--- src/rtl/legv8_pkg.sv ---
// Shared LEGv8 multicycle-control definitions: state encodings, opcode
// constants, CBZ/B match masks, ALU op codes and the control-word payload.
package legv8_pkg;

  localparam int unsigned OPC_BITS = 11;
  localparam int unsigned STATE_W  = 4;
  localparam int unsigned ALU_OP_W = 2;

  typedef enum logic [STATE_W-1:0] {
    S_FETCH     = 4'd0,
    S_DECODE    = 4'd1,
    S_EX_R      = 4'd2,
    S_EX_ADDR   = 4'd3,
    S_MEM_RD    = 4'd4,
    S_MEM_WR    = 4'd5,
    S_WB_R      = 4'd6,
    S_WB_MEM    = 4'd7,
    S_BRANCH_CB = 4'd8,
    S_BRANCH_B  = 4'd9
  } state_e;

  localparam logic [ALU_OP_W-1:0] ALU_ADD   = 2'b00;
  localparam logic [ALU_OP_W-1:0] ALU_PASSB = 2'b01;
  localparam logic [ALU_OP_W-1:0] ALU_RTYPE = 2'b10;

  localparam logic [OPC_BITS-1:0] OPC_ADD  = 11'b10001011000;
  localparam logic [OPC_BITS-1:0] OPC_SUB  = 11'b11001011000;
  localparam logic [OPC_BITS-1:0] OPC_AND  = 11'b10001010000;
  localparam logic [OPC_BITS-1:0] OPC_ORR  = 11'b10101010000;
  localparam logic [OPC_BITS-1:0] OPC_LDUR = 11'b11111000010;
  localparam logic [OPC_BITS-1:0] OPC_STUR = 11'b11111000000;

  // CBZ keeps its low 3 opcode bits as part of the immediate; B keeps 5.
  localparam logic [OPC_BITS-1:0] CBZ_MASK  = 11'b11111111000;
  localparam logic [OPC_BITS-1:0] CBZ_MATCH = 11'b10110100000;
  localparam logic [OPC_BITS-1:0] B_MASK    = 11'b11111100000;
  localparam logic [OPC_BITS-1:0] B_MATCH   = 11'b00010100000;

  typedef enum logic [2:0] {
    CLS_RTYPE   = 3'd0,
    CLS_LDUR    = 3'd1,
    CLS_STUR    = 3'd2,
    CLS_CBZ     = 3'd3,
    CLS_B       = 3'd4,
    CLS_ILLEGAL = 3'd5
  } opc_class_e;

  typedef struct packed {
    logic                ir_write;
    logic                pc_write;
    logic                pc_write_cond;
    logic                mem_read;
    logic                mem_write;
    logic                reg_write;
    logic                reg2loc;
    logic                alu_src;
    logic                mem_to_reg;
    logic                pc_src;
    logic [ALU_OP_W-1:0] alu_op;
    logic                illegal;
  } ctrl_t;

  // Map an 11-bit opcode field onto the instruction class the FSM cares about.
  function automatic opc_class_e classify(input logic [OPC_BITS-1:0] opc);
    if (opc == OPC_ADD || opc == OPC_SUB || opc == OPC_AND || opc == OPC_ORR)
      return CLS_RTYPE;
    if (opc == OPC_LDUR) return CLS_LDUR;
    if (opc == OPC_STUR) return CLS_STUR;
    if ((opc & CBZ_MASK) == CBZ_MATCH) return CLS_CBZ;
    if ((opc & B_MASK) == B_MATCH) return CLS_B;
    return CLS_ILLEGAL;
  endfunction

endpackage

--- src/rtl/mc_decode.sv ---
// Combinational control decode for the multicycle LEGv8 controller.
// Ports:
//   state     - current FSM state
//   opc_class - class of the held opcode (only used in DECODE / EX_ADDR)
//   mem_ready - memory handshake, qualifies the FETCH write strobes
//   active    - low while reset is asserted; suppresses FETCH strobes
//   ctrl      - full control word for the datapath
module mc_decode
  import legv8_pkg::*;
(
  input  state_e     state,
  input  opc_class_e opc_class,
  input  logic       mem_ready,
  input  logic       active,
  output ctrl_t      ctrl
);

  logic uses_rt;

  // STUR and CBZ read Rt through the second register port.
  assign uses_rt = (opc_class == CLS_STUR) || (opc_class == CLS_CBZ);

  // Per-state control word; everything not named stays 0.
  always_comb begin
    ctrl = '0;
    case (state)
      S_FETCH: begin
        ctrl.mem_read = 1'b1;
        // PC+4 and IR load happen only on the completing fetch cycle, and
        // never while reset holds the machine in FETCH.
        if (mem_ready && active) begin
          ctrl.ir_write = 1'b1;
          ctrl.pc_write = 1'b1;
        end
        ctrl.alu_op = ALU_ADD;
      end
      S_DECODE: begin
        ctrl.reg2loc = uses_rt;
        ctrl.illegal = (opc_class == CLS_ILLEGAL);
      end
      S_EX_R: begin
        ctrl.alu_op = ALU_RTYPE;
      end
      S_EX_ADDR: begin
        ctrl.alu_op  = ALU_ADD;
        ctrl.alu_src = 1'b1;
        ctrl.reg2loc = uses_rt;
      end
      S_MEM_RD: ctrl.mem_read  = 1'b1;
      S_MEM_WR: ctrl.mem_write = 1'b1;
      S_WB_R: begin
        ctrl.reg_write = 1'b1;
      end
      S_WB_MEM: begin
        ctrl.reg_write  = 1'b1;
        ctrl.mem_to_reg = 1'b1;
      end
      S_BRANCH_CB: begin
        ctrl.alu_op        = ALU_PASSB;
        ctrl.pc_write_cond = 1'b1;
        ctrl.pc_src        = 1'b1;
      end
      S_BRANCH_B: begin
        ctrl.pc_write = 1'b1;
        ctrl.pc_src   = 1'b1;
      end
      default: ctrl = '0;
    endcase
  end

endmodule

--- src/rtl/multicycle_control.sv ---
// Multicycle LEGv8 main controller (Moore FSM).
// Ports:
//   clk, reset_n   - rising-edge clock, asynchronous active-low reset
//   opcode         - instruction register bits 31:21, stable after FETCH
//   mem_ready      - memory access completes this cycle
//   zero           - ALU zero flag (branch gating is done outside)
//   ir_write .. pc_src, alu_op, illegal - datapath control strobes
//   state          - current state encoding for debug
module multicycle_control
  import legv8_pkg::*;
#(
  parameter int unsigned OPC_W = 11
) (
  input  logic                clk,
  input  logic                reset_n,
  input  logic [OPC_W-1:0]    opcode,
  input  logic                mem_ready,
  input  logic                zero,
  output logic                ir_write,
  output logic                pc_write,
  output logic                pc_write_cond,
  output logic                mem_read,
  output logic                mem_write,
  output logic                reg_write,
  output logic                reg2loc,
  output logic                alu_src,
  output logic                mem_to_reg,
  output logic                pc_src,
  output logic [ALU_OP_W-1:0] alu_op,
  output logic                illegal,
  output logic [STATE_W-1:0]  state
);

  state_e     state_q;
  state_e     state_d;
  opc_class_e opc_class;
  ctrl_t      ctrl;
  logic       unused_inputs;

  // The opcode field occupies the top OPC_BITS of the supplied vector.
  assign opc_class = classify(opcode[OPC_W-1 -: OPC_BITS]);

  // zero is consumed by the external pc_write_cond gate.
  assign unused_inputs = ^{zero, opcode};

  // State register; reset drops straight to FETCH without a clock.
  always_ff @(posedge clk or negedge reset_n) begin
    if (!reset_n) state_q <= S_FETCH;
    else          state_q <= state_d;
  end

  // Next-state logic; opcode is only consulted in DECODE and EX_ADDR.
  always_comb begin
    state_d = state_q;
    case (state_q)
      S_FETCH:  if (mem_ready) state_d = S_DECODE;
      S_DECODE: begin
        case (opc_class)
          CLS_RTYPE:            state_d = S_EX_R;
          CLS_LDUR, CLS_STUR:   state_d = S_EX_ADDR;
          CLS_CBZ:              state_d = S_BRANCH_CB;
          CLS_B:                state_d = S_BRANCH_B;
          default:              state_d = S_FETCH;
        endcase
      end
      S_EX_R:      state_d = S_WB_R;
      S_EX_ADDR:   state_d = (opc_class == CLS_LDUR) ? S_MEM_RD : S_MEM_WR;
      S_MEM_RD:    if (mem_ready) state_d = S_WB_MEM;
      S_MEM_WR:    if (mem_ready) state_d = S_FETCH;
      S_WB_R:      state_d = S_FETCH;
      S_WB_MEM:    state_d = S_FETCH;
      S_BRANCH_CB: state_d = S_FETCH;
      S_BRANCH_B:  state_d = S_FETCH;
      default:     state_d = S_FETCH;
    endcase
  end

  // Output decode from the current state.
  mc_decode u_decode (
    .state     (state_q),
    .opc_class (opc_class),
    .mem_ready (mem_ready),
    .active    (reset_n),
    .ctrl      (ctrl)
  );

  assign ir_write      = ctrl.ir_write;
  assign pc_write      = ctrl.pc_write;
  assign pc_write_cond = ctrl.pc_write_cond;
  assign mem_read      = ctrl.mem_read;
  assign mem_write     = ctrl.mem_write;
  assign reg_write     = ctrl.reg_write;
  assign reg2loc       = ctrl.reg2loc;
  assign alu_src       = ctrl.alu_src;
  assign mem_to_reg    = ctrl.mem_to_reg;
  assign pc_src        = ctrl.pc_src;
  assign alu_op        = ctrl.alu_op;
  assign illegal       = ctrl.illegal;
  assign state         = state_q;

endmodule

--- config.mk ---
export PLATFORM = sky130hd
export DESIGN_NAME = multicycle_control
export DESIGN_NICKNAME = d
export VERILOG_FILES = /design/src/rtl/legv8_pkg.sv /design/src/rtl/mc_decode.sv /design/src/rtl/multicycle_control.sv
export SDC_FILE = /design/constraint.sdc
export NUM_CORES = 1
export LEC_CHECK = 0
export BUFFER_PORTS_ARGS = -buffer_cell sky130_fd_sc_hd__buf_2
export CAP_MARGIN = 20
export CORE_AREA = 2 2 39 41
export CTS_CLUSTER_DIAMETER = 120
export DETAILED_ROUTE_END_ITERATION = 16
export DIE_AREA = 0 0 41 43
export GPL_ROUTABILITY_DRIVEN = 0
export GPL_TIMING_DRIVEN = 0
export PLACE_DENSITY = 0.75
export SYNTH_ARGS = -nofsm -noshare
export SYNTH_HDL_FRONTEND = slang
export SYNTH_SLANG_ARGS = --single-unit
--- constraint.sdc ---
create_clock -name clk -period 1.8 [get_ports clk]
set_input_delay 0.09 -clock clk [delete_from_list [all_inputs] [get_ports clk]]
set_output_delay 0.09 -clock clk [all_outputs]
set_load 0.1 [all_outputs]
After elaboration in Yosys (flattened, before gate mapping)
Index checks and enable logic that the tools add are counted.
{ "totals": {"register_bits": 4, "latchBits": 0, "ram_bits": 0, "mem_bits_ro": 0, "inputBits": 15, "out_inout_bits": 17, "word_cells": 83, "n_memories": 0} }
{ "classes": {"addsub": 0, "n_mul": 0, "n_div": 0, "order_cmp": 0, "eq_ne": 25, "n_shift": 0, "n_mux": 44, "bitwise": 0, "n_reduce_logical": 13} }
{ "op_table": {"columns": ["cell", "count"], "rows": [
  ["equality test 11 bit, second input constant", 6],
  ["two-way mux 3 bit", 10],
  ["two-way mux 1 bit", 26],
  ["one-hot mux 4 bit (6 select lines)", 1],
  ["equality test 4 x 3 -> 1 bit, second input constant", 4],
  ["one-hot mux 4 bit (4 select lines)", 1],
  ["two-way mux 4 bit", 3],
  ["OR reduction 2 bit", 5],
  ["equality test 4 x 2 -> 1 bit, second input constant", 2],
  ["equality test 4 bit, second input constant", 2],
  ["equality test 8 bit, second input constant", 1],
  ["equality test 3 x 2 -> 1 bit, second input constant", 2],
  ["equality test 3 bit, second input constant", 2],
  ["equality test 6 x 3 -> 1 bit, second input constant", 1],
  ["!= test 2 bit, second input constant", 3],
  ["equality test 4 x 1 -> 1 bit, second input constant", 1],
  ["zero test 4 bit", 1],
  ["logical OR 1 bit", 4],
  ["one-hot mux 2 bit (2 select lines)", 1],
  ["equality test 3 x 1 -> 1 bit, second input constant", 1],
  ["zero test 3 bit", 1],
  ["AND reduction 3 bit", 1],
  ["two-way mux 2 bit", 1],
  ["one-hot mux 1 bit (2 select lines)", 1],
  ["logical AND 1 bit", 1]
]} }

Logic depth before layout (Yosys ltp)
Gate-level depths: netlist of run 1.
{ "logic_depth": {"depth_word": 24, "ltp_mapped": 5, "ltp_nobuf": 4} }

By module
From an unflattened synthesis of run 1, not the netlist that was laid out.
{ "hier_totals": {"hier_cells": 68, "hier_area_um2": 551.8} }
{ "modules_own_cells": {"columns": ["module", "instances", "cells_per_inst", "area_each_um2", "seq_area_each_um2"], "rows": [
  ["multicycle_control", 1, 46, 399.1, 100.1],
  ["mc_decode", 1, 22, 152.6, 0.0]
]} }

Worst setup path before layout of run 1
Ideal clock, no wire load.
{ "synth_path": {"path_kind": "register to output", "start": "reg state_q[1] (netlist: state[1])", "end": "out alu_op[1]", "t_arrival_ns": 4.417, "required_ns": 1.710, "slack_ns": -2.707, "path_stages_with_launch": 3, "path_buffers": 1, "cell_sequence": "dfrtp_1 -> clkbuf_1 -> nor4b_1"} }
{ "synth_via": {"elab_chain_cells": 2, "elab_cells_between_ends": 3, "cone_classes": "eq/ne: 2; mux: 1"} }
{ "synth_lines": {"columns": ["element", "line_no", "source"], "rows": [
  ["from (decl)", "multicycle_control.sv:34", "state_e state_q;"],
  ["from (signal assigned)", "multicycle_control.sv:49", "else state_q <= state_d;"],
  ["equality test 4 bit or equality test 4 x 2 -> 1 bit (tied branches)", "mc_decode.sv:26", "case (state)"],
  ["one-hot mux 2 bit (2 select lines) *", "mc_decode.sv:26", null],
  ["to (decl)", "multicycle_control.sv:29", "output logic [ALU_OP_W-1:0] alu_op,"]
]} }
Every way passes the cells marked *; elsewhere a longest branch is shown, timed or not.

Final worst setup path of run 1
{ "layout_path": {"start": "reg state_q[2] (netlist: state[2])", "end": "out pc_write_cond"} }
{ "layout_via": {"elab_chain_cells": 2} }
{ "layout_lines": {"columns": ["element", "line_no", "source"], "rows": [
  ["equality test 4 bit", "mc_decode.sv:26", null],
  ["two-way mux 1 bit", "mc_decode.sv:26", null],
  ["to (decl)", "multicycle_control.sv:21", "output logic pc_write_cond,"]
]} }
No other way between the ends.

==> results.json, run 1 <==
{
  "drive_gt1_share_pct": 66.3,
  "tritoncts": "built",
  "crit_path_end": "pc_write_cond",
  "met3RoutedLength_um": 74,
  "timing.critical_path.cells": "nand2b_1, nor3_2, buf_2",
  "largest_net_degree_at_the_start_of_global_routing": 12,
  "path_class": "reg2out",
  "ios": 32,
  "setup_tns_ps": 0,
  "cts_inserted_buffers": 3,
  "post-route-period-util_pct": 97.0,
  "r2r-end": "state[1]$_DFFE_PN0P_",
  "final-setup-viol-count": 0,
  "met1Wirelength_um": 539,
  "holdCritPathClass": "in2reg",
  "worst-endpoint-required_ps": 1710,
  "synth.ff_latch_count": 4,
  "clockBufferDepth": 2,
  "synth_cell_type_count": 30,
  "synth-edff-count": 0,
  "critPathArrivalTime_ps": 1660,
  "h-tree-depth": 1,
  "critical_path_start": "state[2]$_DFFE_PN0P_",
  "synthesis.instances": 57,
  "worst-path-buf-inv": 1,
  "finalClockSkew_ps": 0.762,
  "place_ws_ps": 21.1,
  "timing_worst_slew_pin_value_ps": 514,
  "worstPathMaxFanout": 10,
  "routed-via-count": 577,
  "maxCapViolations": 0,
  "die_height_um": 43,
  "half_perimeter_wire_length_after_detailed_placement_um": 973,
  "cts.reportedPaths.clkPinSlew_ps": 30,
  "proportion_of_register_bits_with_asynchronous_set_or_reset_after_synthesis_pct": 100,
  "run_status": "complete, no violations",
  "top_signal_layer_used": "met4",
  "finalWirelength_um": 1270,
  "final_hold_viol_count": 0,
  "synth.largest_area_cell": "sky130_fd_sc_hd__dfrtp_1",
  "rr_worst_depth": 4,
  "std_cell_rows": 14,
  "remaining_drc_errors": 0,
  "drt_pass1_iterations": 6,
  "antenna_cells_inserted": 0,
  "netlist.area_leader.share_pct": 22.8,
  "area_growth_pct": 85.5,
  "critical-path-max-stage-delay_ps": 530,
  "global_route.overflow_total": 0,
  "initial_utilization_pct": 31.7,
  "period_minus_slack_ps": 1750,
  "ys.flop_type": "sky130_fd_sc_hd__dfrtp_1",
  "synth_cell_area_sq_um": 439,
  "worst_r2r_startpoint": "state[3]$_DFFE_PN0P_",
  "chipWidth_um": 41,
  "finish.cell_count_without_fillers": 108,
  "maxClockFrequency_ghz": 0.573,
  "power.density_mw_per_mm2": 1990,
  "placeableCoreArea_sq_mm": 0.00138,
  "vdd_ir_drop_max_mv": 0.786,
  "ys_seq_area_share_pct": 22.8,
  "critPathSlowestCell": "sky130_fd_sc_hd__dfrtp_4",
  "grt.total_usage_pct": 17.2,
  "synth_nets": 72,
  "r2r_slack_ps": 140,
  "timing.critical_path.to_type": "output pin",
  "placed_cells": 103,
  "path_depth": 3,
  "placement.io_buffers": 30,
  "flip_flop_count_of_the_largest_register_all_copies_and_words_added": 4,
  "met2_wirelength_um": 643,
  "final.setup.worst_slack_ps": 54.6,
  "grt_first_pass_wirelength_um": 2080,
  "route.antenna.remaining_nets": 0,
  "placement.cell_area_sq_um": 756,
  "worst_setup_path_start_kind": "flop",
  "synth_warnings": 0,
  "avgRoutedWirePerCell_um": 11.8,
  "first_global_vias": 540,
  "rsz_0062_raised_after_global_routing": "no",
  "nNetsFinal": 109,
  "dieArea_sq_mm": 0.00176,
  "worstSkewPairLatency_ps": 230,
  "drt_iter0_markers": 9,
  "grt_antenna_before_repair": 0,
  "timing_max_transition_violations_final": 0,
  "final_design_area_no_fill_sq_um": 815,
  "viasPerCell": 5.34,
  "power.leakage_nw": 0.382,
  "synth_area_leaders": "sky130_fd_sc_hd__dfrtp_1 23%, sky130_fd_sc_hd__nor3_1 6.8%, sky130_fd_sc_hd__nor2_1 6.0%",
  "timing.critical_path.max_delay_family": "flip-flops",
  "clk_root_buffer_cell": "sky130_fd_sc_hd__clkbuf_4",
  "clock_sinks": 4,
  "worst_slew_margin_rel_pct": 65.3,
  "synth.avg_cell_area_sq_um": 7.70
}
==> worst min-delay path by stage <==
| stage | cells past startpoint | to | from |
|---|---|---|---|
| CTS | 4 | state[3]$_DFFE_PN0P_ | opcode[6] |
| global route | 4 | state[3]$_DFFE_PN0P_ | opcode[6] |
| detailed placement | 1 | state[2]$_DFFE_PN0P_ | reset_n |
| global placement | 1 | state[1]$_DFFE_PN0P_ | reset_n |
| floorplan | 0 | state[0]$_DFFE_PN0P_ | reset_n |
| finish | 4 | state[3]$_DFFE_PN0P_ | opcode[6] |
==> worst min-delay path, stage by stage <==
cell                       delay (ps)
sky130_fd_sc_hd__buf_2             80
sky130_fd_sc_hd__nor4bb_1          70
sky130_fd_sc_hd__nand2_1           80
sky130_fd_sc_hd__nor2_1            40
==> area by class of cell <==
type,count,area (sq um)
multi-input combinational,50,444
timing repair buffer,33,200
buffer,2,12.5
fill,134,569
tap,16,20.0
clock buffer,3,22.5
sequential,4,115
==> logic make-up after synthesis <==
logic type	share of synthesized area, %
AND/OR/NAND/NOR	53.3
flip-flops	22.8
buffers and inverters	3.42
AO/OA/AOI/OAI	15.7
multiplexers	4.84
==> cell usage in the layout, fill, tap and decap left out, types with 2 or more instances in the layout <==
| cell type | n |
|---|---|
| sky130_fd_sc_hd__buf_2 | 25 |
| sky130_fd_sc_hd__clkbuf_4 | 6 |
| sky130_fd_sc_hd__nand2_1 | 5 |
| sky130_fd_sc_hd__nor2_1 | 5 |
| sky130_fd_sc_hd__a21oi_1 | 4 |
| sky130_fd_sc_hd__buf_4 | 4 |
| sky130_fd_sc_hd__dfrtp_4 | 4 |
| sky130_fd_sc_hd__nor3b_4 | 3 |
| sky130_fd_sc_hd__nor3_4 | 2 |
| sky130_fd_sc_hd__nor3_2 | 2 |
| sky130_fd_sc_hd__nor3_1 | 2 |
==> metrics by stage <==
step	power (mW)	utilization [%]	hold WS [ps]
4_1_cts	1.63	58.5	162
2_1_floorplan	1.26	-	-206
5_1_grt	1.70	58.9	201
3_5_place_dp	1.42	54.6	-88.4
6_report	1.62	58.9	169
3_3_place_gp	1.41	54.6	-90.3
==> layer usage <==
layer  track usage (%)  vias up
met5                 0        -
met4              10.0        0
met3              3.66        2
met2              27.5       25
met1              19.9      268
li1                  -      282
==> power by group <==
| group | switching [mW] | internal (mW) |
|---|---|---|
| Clock | 0.0337 | 0.0744 |
| Sequential | 0.0643 | 0.142 |
| Combinational | 0.953 | 0.352 |
==> Yosys cell counts (all sizes together), types with 2 or more instances <==
cell,count
dfrtp,4
and2,2
or3,2
nor3b,4
nand2b,2
clkbuf,2
nor3,6
nand3,2
nand2,5
a21oi,4
nor2,7
nor4b,2
==> repair_timing <==
action                                  in CTS  in global routing
buffers inserted                             2                  0
hold endpoints to repair                     4                  0
resized for setup                            7                  2
cloned                                       0                  0
endpoints found under the setup margin       8                  2
hold buffers                                 1                  0
pin swaps                                    2                  0
Power figures use the tool's default switching activity.
==> inputs of run 2 (changes only) <==
Settings changed: SETUP_SLACK_MARGIN set to 0.15.
==> run 2 against run 1 <==
Compared with the run above: worst hold slack improved by 13 ps; sequential power hardly changed; critical path type unchanged; critical path depth rose by 1; non-clock buffer count grew 8; fmax shrank 1.6%; critical endpoint is now illegal; via count grew 3.8%; flip-flop and latch count did not move; combinational power rose by 10%; clock power rose by 7%; first-iteration DRC count down 78%.
==> results.json, run 2 (synthesis gave the netlist of run 1 again) <==
{
  "cts_inserted_buffers": 3,
  "chipWidth_um": 41,
  "setup_tns_ps": 0,
  "drt_iter0_markers": 2,
  "clock_sinks": 4,
  "antenna_cells_inserted": 0,
  "drive_gt1_share_pct": 73.0,
  "routed-via-count": 599,
  "flip_flop_count_of_the_largest_register_all_copies_and_words_added": 4,
  "timing.critical_path.to_type": "output pin",
  "global_route.overflow_total": 0,
  "placeableCoreArea_sq_mm": 0.00138,
  "final_hold_viol_count": 0,
  "clockBufferDepth": 2,
  "r2r_slack_ps": 120,
  "post_layout_power_mw": 1.75,
  "finalWirelength_um": 1620,
  "maxCapViolations": 0,
  "critPathSlowestCell": "sky130_fd_sc_hd__dfrtp_4",
  "power.density_mw_per_mm2": 1760,
  "drt_pass1_iterations": 3,
  "worstSkewPairLatency_ps": 240,
  "maxClockFrequency_ghz": 0.564,
  "tritoncts": "built",
  "power.leakage_nw": 0.448,
  "remaining_drc_errors": 0,
  "largest_net_degree_at_the_start_of_global_routing": 11,
  "run_status": "complete, no violations",
  "worst-endpoint-required_ps": 1710,
  "dieArea_sq_mm": 0.00176,
  "area_growth_pct": 126,
  "viasPerCell": 5.16,
  "place_ws_ps": 26.9,
  "most_common_cell_after_layout_fill_and_taps_aside": "sky130_fd_sc_hd__buf_2",
  "nNetsFinal": 117,
  "fill_cells": 110,
  "std_cell_rows": 14,
  "worstPathMaxFanout": 5,
  "grt_antenna_before_repair": 0,
  "final.setup.worst_slack_ps": 25.6,
  "rsz_0062_raised_after_global_routing": "yes",
  "timing.critical_path.cells": "buf_8, or3_4, nor3b_4, buf_12",
  "worst_slew_margin_rel_pct": 65.8,
  "half_perimeter_wire_length_after_detailed_placement_um": 1070,
  "finalClockSkew_ps": 4.65,
  "first_global_vias": 564,
  "worst-path-buf-inv": 2,
  "worst_setup_path_start_kind": "flop",
  "grt.total_usage_pct": 18.9,
  "layout_common_cells": "19 x sky130_fd_sc_hd__buf_2, 10 x sky130_fd_sc_hd__buf_4, 7 x sky130_fd_sc_hd__buf_6",
  "h-tree-depth": 1,
  "cts.reportedPaths.clkPinSlew_ps": 40,
  "placement.io_buffers": 30,
  "grt_first_pass_wirelength_um": 2250,
  "clk_root_buffer_cell": "sky130_fd_sc_hd__clkbuf_4",
  "ios": 32,
  "final-setup-viol-count": 0,
  "timing.critical_path.max_delay_family": "simple AND/OR/NAND/NOR gates",
  "timing_max_transition_violations_final": 0,
  "critPathArrivalTime_ps": 1680,
  "die_height_um": 43,
  "initial_utilization_pct": 31.7,
  "multi_input_comb_area_sq_um": 470,
  "fin_worst_hold_slack_ps": 182,
  "post-route-period-util_pct": 98.6,
  "timing_worst_slew_pin_value_ps": 506,
  "path_class": "reg2out",
  "period_minus_slack_ps": 1770,
  "vdd_ir_drop_max_mv": 0.808,
  "holdCritPathClass": "in2reg",
  "route.antenna.remaining_nets": 0,
  "sequential_cell_area_sq_um": 115,
  "avgRoutedWirePerCell_um": 13.9,
  "critical-path-max-stage-delay_ps": 480
}
==> run 2: changes by cell type in the layout (fill, tap and decap cells not counted), sizes merged <==
cell	before	now
buf	30	40
clkbuf	7	5
==> run 2: metal layers <==
layer | wire (um) | part of all wire [%] | track usage (%)
met1 | 633 | 39 | 20.7
met2 | 882 | 55 | 31.9
met3 | 76 | 4.7 | 2.09
met4 | 25 | 1.5 | 12.0
met5 | 0 | 0 | 0
==> run 2: final timing paths <==
| kind | startpoint | endpoint | cells past startpoint |
|---|---|---|---|
| min in group asynchronous | reset_n | state[0]$_DFFE_PN0P_ | 2 |
| min | opcode[6] | state[3]$_DFFE_PN0P_ | 4 |
| max in group asynchronous | reset_n | state[2]$_DFFE_PN0P_ | 2 |
| min reg2reg | state[3]$_DFFE_PN0P_ | state[2]$_DFFE_PN0P_ | 3 |
| max | state[3]$_DFFE_PN0P_ | illegal | 4 |
| max reg2reg | state[3]$_DFFE_PN0P_ | state[1]$_DFFE_PN0P_ | 5 |
==> run 2: cell type report <==
class                      instances  area share, %
buffer                             3           2.77
clock buffer                       3           2.26
multi-input combinational         50           47.3
sequential                         4           11.6
tap                               16           2.01
timing repair buffer              40           34.1
==> run 2: per-stage QoR <==
stage	util (%)	instance area (sq um)	instances
floorplan	-	598	57
global placement	55.5	768	103
detailed placement	55.5	768	103
CTS	65.2	902	112
global route	71.9	995	116
finish	71.9	995	116
==> run 2: where the power goes <==
group	switching (mW)	leakage (nW)	internal [mW]
logic	1.01	0.388	0.423
registers	0.0655	0.0462	0.142
clock network	0.0416	0.0138	0.0749
total	1.11	0.448	0.640
==> run 2: repair_timing <==
action / CTS / global route
hold buffers: 1 / 0
pin swaps: 2 / 4
setup endpoints to repair: 11 / 12
cloned: 0 / 1
buffers inserted: 5 / 3
hold endpoints to repair: 4 / 0
resized for setup: 20 / 14
==> run 2: worst register-to-register path: stages (launching register included) <==
cell and delay (ps):
sky130_fd_sc_hd__dfrtp_4 480, sky130_fd_sc_hd__buf_8 140, sky130_fd_sc_hd__or3_4 400, sky130_fd_sc_hd__buf_4 150, sky130_fd_sc_hd__or3_4 360, sky130_fd_sc_hd__o31ai_2 60
